$ cat config.mk
export PLATFORM = sky130hd
export DESIGN_NAME = ps2_key_encoder
export DESIGN_NICKNAME = d
export VERILOG_FILES = /design/src/rtl/ps2_pkg.sv /design/src/rtl/ps2_line_filter.sv /design/src/rtl/ps2_key_encoder.sv
export SDC_FILE = /design/constraint.sdc
export NUM_CORES = 1
export LEC_CHECK = 0
export ABC_CLOCK_PERIOD_IN_PS = 2100
export BUFFER_PORTS_ARGS = -buffer_cell sky130_fd_sc_hd__buf_4
export CELL_PAD_IN_SITES_DETAIL_PLACEMENT = 0
export CELL_PAD_IN_SITES_GLOBAL_PLACEMENT = 1
export CORE_ASPECT_RATIO = 0.5
export CORE_MARGIN = 10
export CORE_UTILIZATION = 49
export CTS_CLUSTER_DIAMETER = 60
export DETAILED_ROUTE_END_ITERATION = 8
export PLACE_DENSITY_LB_ADDON = 0.2
export SLEW_MARGIN = 5
export SYNTH_ARGS = -nofsm -noshare
export SYNTH_HDL_FRONTEND = slang
export SYNTH_SLANG_ARGS = --single-unit
$ cat constraint.sdc
create_clock -name I_CLK_24576M -period 2.1 [get_ports I_CLK_24576M]
set_input_delay 0.42 -clock I_CLK_24576M [delete_from_list [all_inputs] [get_ports I_CLK_24576M]]
set_output_delay 0.42 -clock I_CLK_24576M [all_outputs]
set_load 0.01 [all_outputs]
$ cat src/rtl/ps2_pkg.sv
`default_nettype none
// ============================================================================
// Module      : ps2_pkg
// Description : Shared types and constants for the PS/2 key encoder.
// Revision    : 1.0 - initial release
// ============================================================================
package ps2_pkg;

    typedef enum logic [1:0] {
        ST_IDLE   = 2'd0,
        ST_DATA   = 2'd1,
        ST_PARITY = 2'd2,
        ST_STOP   = 2'd3
    } frame_state_t;

    localparam logic [7:0] c_PFX_E0 = 8'hE0;
    localparam logic [7:0] c_PFX_F0 = 8'hF0;
    localparam logic [7:0] c_PFX_E1 = 8'hE1;

    localparam int c_KEY_TOGGLE  = 10;
    localparam int c_KEY_PRESSED = 9;
    localparam int c_KEY_EXT     = 8;

    // Keyboard status/response bytes that never represent a key.
    function automatic logic is_discard(input logic [7:0] b);
        case (b)
            8'h00, 8'hAA, 8'hEE, 8'hFA,
            8'hFC, 8'hFD, 8'hFE, 8'hFF: return 1'b1;
            default:                    return 1'b0;
        endcase
    endfunction

endpackage
`default_nettype wire

$ cat src/rtl/ps2_line_filter.sv
`default_nettype none
// ============================================================================
// Module      : ps2_line_filter
// Description : 2-flop synchronizer, glitch filter and falling-edge strobe.
// Revision    : 1.0 - initial release
// ============================================================================
module ps2_line_filter #(
    parameter int FILTER = 8
) (
    input  logic i_clk,
    input  logic i_rst_n,
    input  logic i_pin,
    output logic o_level,
    output logic o_fall
);

    localparam int                CNT_W   = (FILTER > 1) ? $clog2(FILTER) : 1;
    localparam logic [CNT_W-1:0]  c_CNT_MAX = CNT_W'(FILTER - 1);

    logic [1:0]       r_sync;
    logic             r_level;
    logic             r_fall;
    logic [CNT_W-1:0] r_cnt;

    // The level flips on the FILTER-th consecutive sample that disagrees with it.
    always_ff @(posedge i_clk or negedge i_rst_n) begin
        if (!i_rst_n) begin
            r_sync  <= 2'b11;
            r_level <= 1'b1;
            r_cnt   <= '0;
            r_fall  <= 1'b0;
        end else begin
            r_sync <= {r_sync[0], i_pin};
            r_fall <= 1'b0;
            if (r_sync[1] == r_level) begin
                r_cnt <= '0;
            end else if (r_cnt == c_CNT_MAX) begin
                r_level <= r_sync[1];
                r_cnt   <= '0;
                r_fall  <= r_level;
            end else begin
                r_cnt <= r_cnt + 1'b1;
            end
        end
    end

    assign o_level = r_level;
    assign o_fall  = r_fall;

endmodule
`default_nettype wire

$ cat src/rtl/ps2_key_encoder.sv
`default_nettype none
// ============================================================================
// Module      : ps2_key_encoder
// Description : PS/2 frame receiver and scancode-to-toggle-word encoder.
// Revision    : 1.0 - initial release
// ============================================================================
module ps2_key_encoder
    import ps2_pkg::*;
#(
    parameter int FILTER  = 8,
    parameter int TIMEOUT = 24576
) (
    input  logic        I_CLK_24576M,
    input  logic        I_RESETn,
    input  logic        I_PS2_CLK,
    input  logic        I_PS2_DAT,
    output logic [10:0] O_PS2_KEY,
    output logic        O_FRAME_ERR
);

    localparam int              TO_W     = $clog2(TIMEOUT + 1);
    localparam logic [TO_W-1:0] c_TO_MAX = TO_W'(TIMEOUT);

    logic w_fall;
    logic w_dat;

    ps2_line_filter #(.FILTER(FILTER)) u_clk_filt (
        .i_clk   (I_CLK_24576M),
        .i_rst_n (I_RESETn),
        .i_pin   (I_PS2_CLK),
        .o_level (),
        .o_fall  (w_fall)
    );

    // Data edges carry no meaning; only the filtered level is sampled.
    ps2_line_filter #(.FILTER(FILTER)) u_dat_filt (
        .i_clk   (I_CLK_24576M),
        .i_rst_n (I_RESETn),
        .i_pin   (I_PS2_DAT),
        .o_level (w_dat),
        .o_fall  ()
    );

    frame_state_t    r_state, w_state_nxt;
    logic [2:0]      r_bitcnt, w_bitcnt_nxt;
    logic [7:0]      r_shift, w_shift_nxt;
    logic            r_par, w_par_nxt;
    logic [TO_W-1:0] r_tocnt;
    logic            w_vld, w_err;
    logic            r_vld, r_err;

    always_comb begin
        w_state_nxt  = r_state;
        w_bitcnt_nxt = r_bitcnt;
        w_shift_nxt  = r_shift;
        w_par_nxt    = r_par;
        w_vld        = 1'b0;
        w_err        = 1'b0;
        if (w_fall) begin
            case (r_state)
                ST_IDLE: begin
                    if (!w_dat) begin
                        w_state_nxt  = ST_DATA;
                        w_bitcnt_nxt = 3'd0;
                    end else begin
                        w_err = 1'b1;
                    end
                end
                ST_DATA: begin
                    w_shift_nxt  = {w_dat, r_shift[7:1]};
                    w_bitcnt_nxt = r_bitcnt + 3'd1;
                    if (r_bitcnt == 3'd7)
                        w_state_nxt = ST_PARITY;
                end
                ST_PARITY: begin
                    w_par_nxt   = w_dat;
                    w_state_nxt = ST_STOP;
                end
                ST_STOP: begin
                    w_state_nxt = ST_IDLE;
                    if (w_dat && (^{r_shift, r_par}))
                        w_vld = 1'b1;
                    else
                        w_err = 1'b1;
                end
                default: w_state_nxt = ST_IDLE;
            endcase
        end else if ((r_state != ST_IDLE) && (r_tocnt == c_TO_MAX)) begin
            w_state_nxt = ST_IDLE;
            w_err       = 1'b1;
        end
    end

    always_ff @(posedge I_CLK_24576M or negedge I_RESETn) begin
        if (!I_RESETn) begin
            r_state  <= ST_IDLE;
            r_bitcnt <= 3'd0;
            r_shift  <= 8'd0;
            r_par    <= 1'b0;
            r_tocnt  <= '0;
            r_vld    <= 1'b0;
            r_err    <= 1'b0;
        end else begin
            r_state  <= w_state_nxt;
            r_bitcnt <= w_bitcnt_nxt;
            r_shift  <= w_shift_nxt;
            r_par    <= w_par_nxt;
            r_vld    <= w_vld;
            r_err    <= w_err;
            if (w_fall)
                r_tocnt <= '0;
            else if (r_tocnt != c_TO_MAX)
                r_tocnt <= r_tocnt + 1'b1;
        end
    end

    logic [10:0] r_key;
    logic        r_frame_err;
    logic        r_ext, r_brk;
    logic [2:0]  r_skip;

    // r_shift is stable for the cycle after the stop bit, so it doubles as the byte register.
    always_ff @(posedge I_CLK_24576M or negedge I_RESETn) begin
        if (!I_RESETn) begin
            r_key       <= 11'd0;
            r_frame_err <= 1'b0;
            r_ext       <= 1'b0;
            r_brk       <= 1'b0;
            r_skip      <= 3'd0;
        end else begin
            r_frame_err <= r_err;
            if (r_vld) begin
                if (r_skip != 3'd0) begin
                    r_skip <= r_skip - 3'd1;
                end else if (r_shift == c_PFX_E1) begin
                    r_skip <= 3'd7;
                end else if (r_shift == c_PFX_E0) begin
                    r_ext <= 1'b1;
                end else if (r_shift == c_PFX_F0) begin
                    r_brk <= 1'b1;
                end else if (is_discard(r_shift)) begin
                    r_ext <= 1'b0;
                    r_brk <= 1'b0;
                end else begin
                    r_key[c_KEY_TOGGLE]  <= ~r_key[c_KEY_TOGGLE];
                    r_key[c_KEY_PRESSED] <= ~r_brk;
                    r_key[c_KEY_EXT]     <= r_ext;
                    r_key[7:0]           <= r_shift;
                    r_ext                <= 1'b0;
                    r_brk                <= 1'b0;
                end
            end
        end
    end

    assign O_PS2_KEY   = r_key;
    assign O_FRAME_ERR = r_frame_err;

endmodule
`default_nettype wire

==> reports/metrics.csv <==
stage,metric,value,unit
run_status,status,completed,
detailed_routing,Initial DRC Count,120,
yosys,Syn Inst Count,249,
detailed_routing,DR pass1 iterations,4,
pwr,Clk network pwr share,45.6,%
cells_and_area,fill count,472,
die,Die Wd,128,um
worst_setup_path,CP required,2310,ps
yosys,"FF+latch count, synth",61,
placed_design,Port Buffer Count,15,
die,initial core utilization,51.6,%
worst_setup_path,crit end category,flip-flop,
sta,Tmin final,1950,ps
sta,final setup fails,0,
grt,vias in the first global route,1939,
pwr,sequential power share,47.1,%
placed_design,Setup Slack @ Placement,140,ps
worst_setup_path,CP max FO,11,
yosys,Cell variety after synth,45,
die,Rows,19,
cells_and_area,synth-to-layout area growth,17.7,%
grt,largest net degree at the start of global routing,62,
yosys,Avg Inst Size Synth,11.6,um^2
detailed_routing,via count,1824,
yosys,"Seq/Total Area, Yosys",53.2,%
pwr,Pint,0.00230,W
clock_tree,worst skew pair latency,330,ps
sta,Setup WS post-layout,153,ps
yosys,top cell type by total area after synthesis,dfrtp_1,
pwr,combinational fraction of design power,7.2,%
sta,highest clock rate,0.514,GHz
cells_and_area,layout cell share with drive strength beyond 1,22.4,%
flow_run,Max-Cap Viols,0,
placed_design,RePlAce Congestion,0.778,
worst_setup_path,startpoint types,flip-flop,
pwr,switching pwr,0.000673,W
sta,Worst Skew,4.02,ps
pwr,worst IR drop on VDD,0.518,mV
cells_and_area,most frequent cells in the layout,"55 x dfrtp_1, 25 x buf_4, 22 x nor2_1",
sta,Final TNS setup,0,ps
die,Die Span Y,74.3,um
clock_tree,Root Driver,clkbuf_16,
worst_setup_path,reg2reg setup slack,150,ps
die,IO Pins,16,
yosys,syn_nets,267,
clock_tree,clock sink count,61,
sta,relative slew slack,50.0,%
detailed_routing,drt via density,5.15,
sta,Max Slew Vio Count,0,
pwr,Static Leakage,1.61,nW
yosys,Yosys top cell area share,47.7,%
grt,gr usage total,11.6,%
clock_tree,CTS tree,done,
sta,period utilization,92.7,%
clock_tree,# Post-CTS Setup Buffers,0,
clock_tree,CTS Buf Count,9,
worst_setup_path,CP arrival,2160,ps
clock_tree,Max H-tree Level,3,
worst_hold_path,Hold Path Class,input pin to asynchronous set/reset pin,
clock_tree,CTS max path bufs,2,
detailed_routing,DRC,0,
clock_tree,"CTS clk-pin slew, worst paths",50,ps
placed_design,DP HPWL,3.40,mm
worst_setup_path,kind of critical path,flip-flop to flip-flop,
grt,antenna violations before repair,0,
cells_and_area,"most common cell after layout, fill and taps aside",dfrtp_1,
sta,worst hold margin,150,ps
die,core region area,0.00559,mm^2
cells_and_area,Antenna Cells,0,
cells_and_area,Final #Nets,294,
yosys,post-synthesis instance area,0.00288,mm^2
grt,grt ovf,0,
detailed_routing,remaining antenna violation count after routing,0,
sta,worst slew pin tran,749,ps
yosys,top post-synthesis cells by area,"dfrtp_1 48%, ha_1 6.1%, dfstp_2 5.5%, mux2_2 4.3%, xnor2_1 3.6%",
yosys,yosys warns,0,
sta,RSZ-0062 raised after global routing,no,
detailed_routing,total wire length,4.88,mm
grt,first-pass GRT wire length,8.78,mm
sta,Hold Fails Final Rpt,0,
detailed_routing,Routed wire per std cell,13.8,um
pwr,PwrDens,876,mW/mm^2
die,die area,0.00954,mm^2
pwr,switch share,22.6,%
cells_and_area,final core occ,60.8,%
==> final cells by class <==
| cell class | instances | area (um^2) | area share (%) |
|---|---|---|---|
| clock buffer | 15 | 278 | 8.18 |
| clock inverter | 1 | 5.00 | 0.147 |
| inverter | 10 | 37.5 | 1.11 |
| multi-input combinational | 169 | 1260 | 37.2 |
| sequential | 61 | 1530 | 45.2 |
| tap | 73 | 91.3 | 2.69 |
| timing repair buffer | 25 | 188 | 5.53 |
==> state kept, by name (all words and copies together) (netlist names), 2 cells and up <==
signal / count
r_tocnt: 15
r_bitcnt: 3
u_clk_filt.r_sync: 2
r_skip: 3
u_dat_filt.r_sync: 2
u_dat_filt.r_cnt: 3
u_clk_filt.r_cnt: 3
r_shift: 8
O_PS2_KEY: 11
r_state: 2
==> power by group through the flow <==
stage / registers [W] / logic, W / clock network (W)
3_3_place_gp: 0.00142 / 0.000206 / 0
5_1_grt: 0.00142 / 0.000260 / 0.00145
2_1_floorplan: 0.00138 / 0.000176 / 0
3_5_place_dp: 0.00142 / 0.000223 / 0
6_report: 0.00140 / 0.000215 / 0.00136
4_1_cts: 0.00140 / 0.000223 / 0.00139
==> synthesized netlist by cell type <==
cell type	instances
dfstp_2	6
a31o_2	1
o22a_1	1
clkbuf_1	4
nand2b_1	3
a21oi_1	10
mux2i_1	3
and3b_1	1
nand3b_1	1
nand2_1	13
a21boi_0	2
nor3b_1	3
nor4b_1	1
nor3_1	5
xor2_1	12
mux2_2	11
nor4_1	2
a31oi_1	1
a32o_1	3
nor4bb_1	1
buf_6	2
o21a_1	1
a22o_1	5
nand2_2	1
and4_1	2
xnor2_1	12
ha_1	14
nor2b_1	3
buf_1	1
a211oi_1	1
or4_1	1
a311oi_4	1
mux2_4	3
and3_1	4
dfrtp_1	55
buf_2	2
nand4_1	3
maj3_2	1
inv_1	10
nor2b_4	1
nand3_1	7
nor2_1	22
and2_1	4
o21ai_0	8
o41ai_1	1
==> through the flow <==
step,std cells,area (um^2),total power [W]
2_1_floorplan,249,2880,0.00156
3_3_place_gp,338,3110,0.00162
3_5_place_dp,338,3110,0.00164
4_1_cts,354,3390,0.00302
5_1_grt,354,3390,0.00313
6_report,354,3390,0.00298
==> timing repair <==
item	4_1_cts	5_1_grt
endpoints found under the setup margin	0	1
hold buffers	0	0
resized for setup	0	1
==> routing by layer <==
metal,GRT usage (%),routed length [um]
met1,14.0,2380
met2,17.4,2150
met3,6.10,275
met4,4.91,72
met5,0,0
==> worst paths after layout <==
path                             from                    to  cells after the start
max in group asynchronous    I_RESETn            r_shift[3]                      1
hold / removal               I_RESETn         O_PS2_KEY[10]                      1
min in group I_CLK_24576M   I_PS2_DAT  u_dat_filt.r_sync[0]                      1
hold reg to reg                 r_err           O_FRAME_ERR                      0
setup / recovery           r_shift[5]          O_PS2_KEY[0]                      5
setup reg to reg           r_shift[5]          O_PS2_KEY[0]                      5
==> cell families after synthesis <==
logic type	synth area share (%)
AND/OR/NAND/NOR	14.3
XOR/XNOR	7.29
flip-flops	53.2
multiplexers	6.90
buffers and inverters	3.08
AO/OA/AOI/OAI	8.76
adder cells (fa/ha/maj)	6.46
==> critical path: stages (launching register included) <==
cell,delay (ps)
dfrtp_1,440
or4_1,520
a21oi_1,150
o21ai_0,100
nand2_2,250
mux2_2,370
No activity file was read; power rests on OpenSTA's default activity.
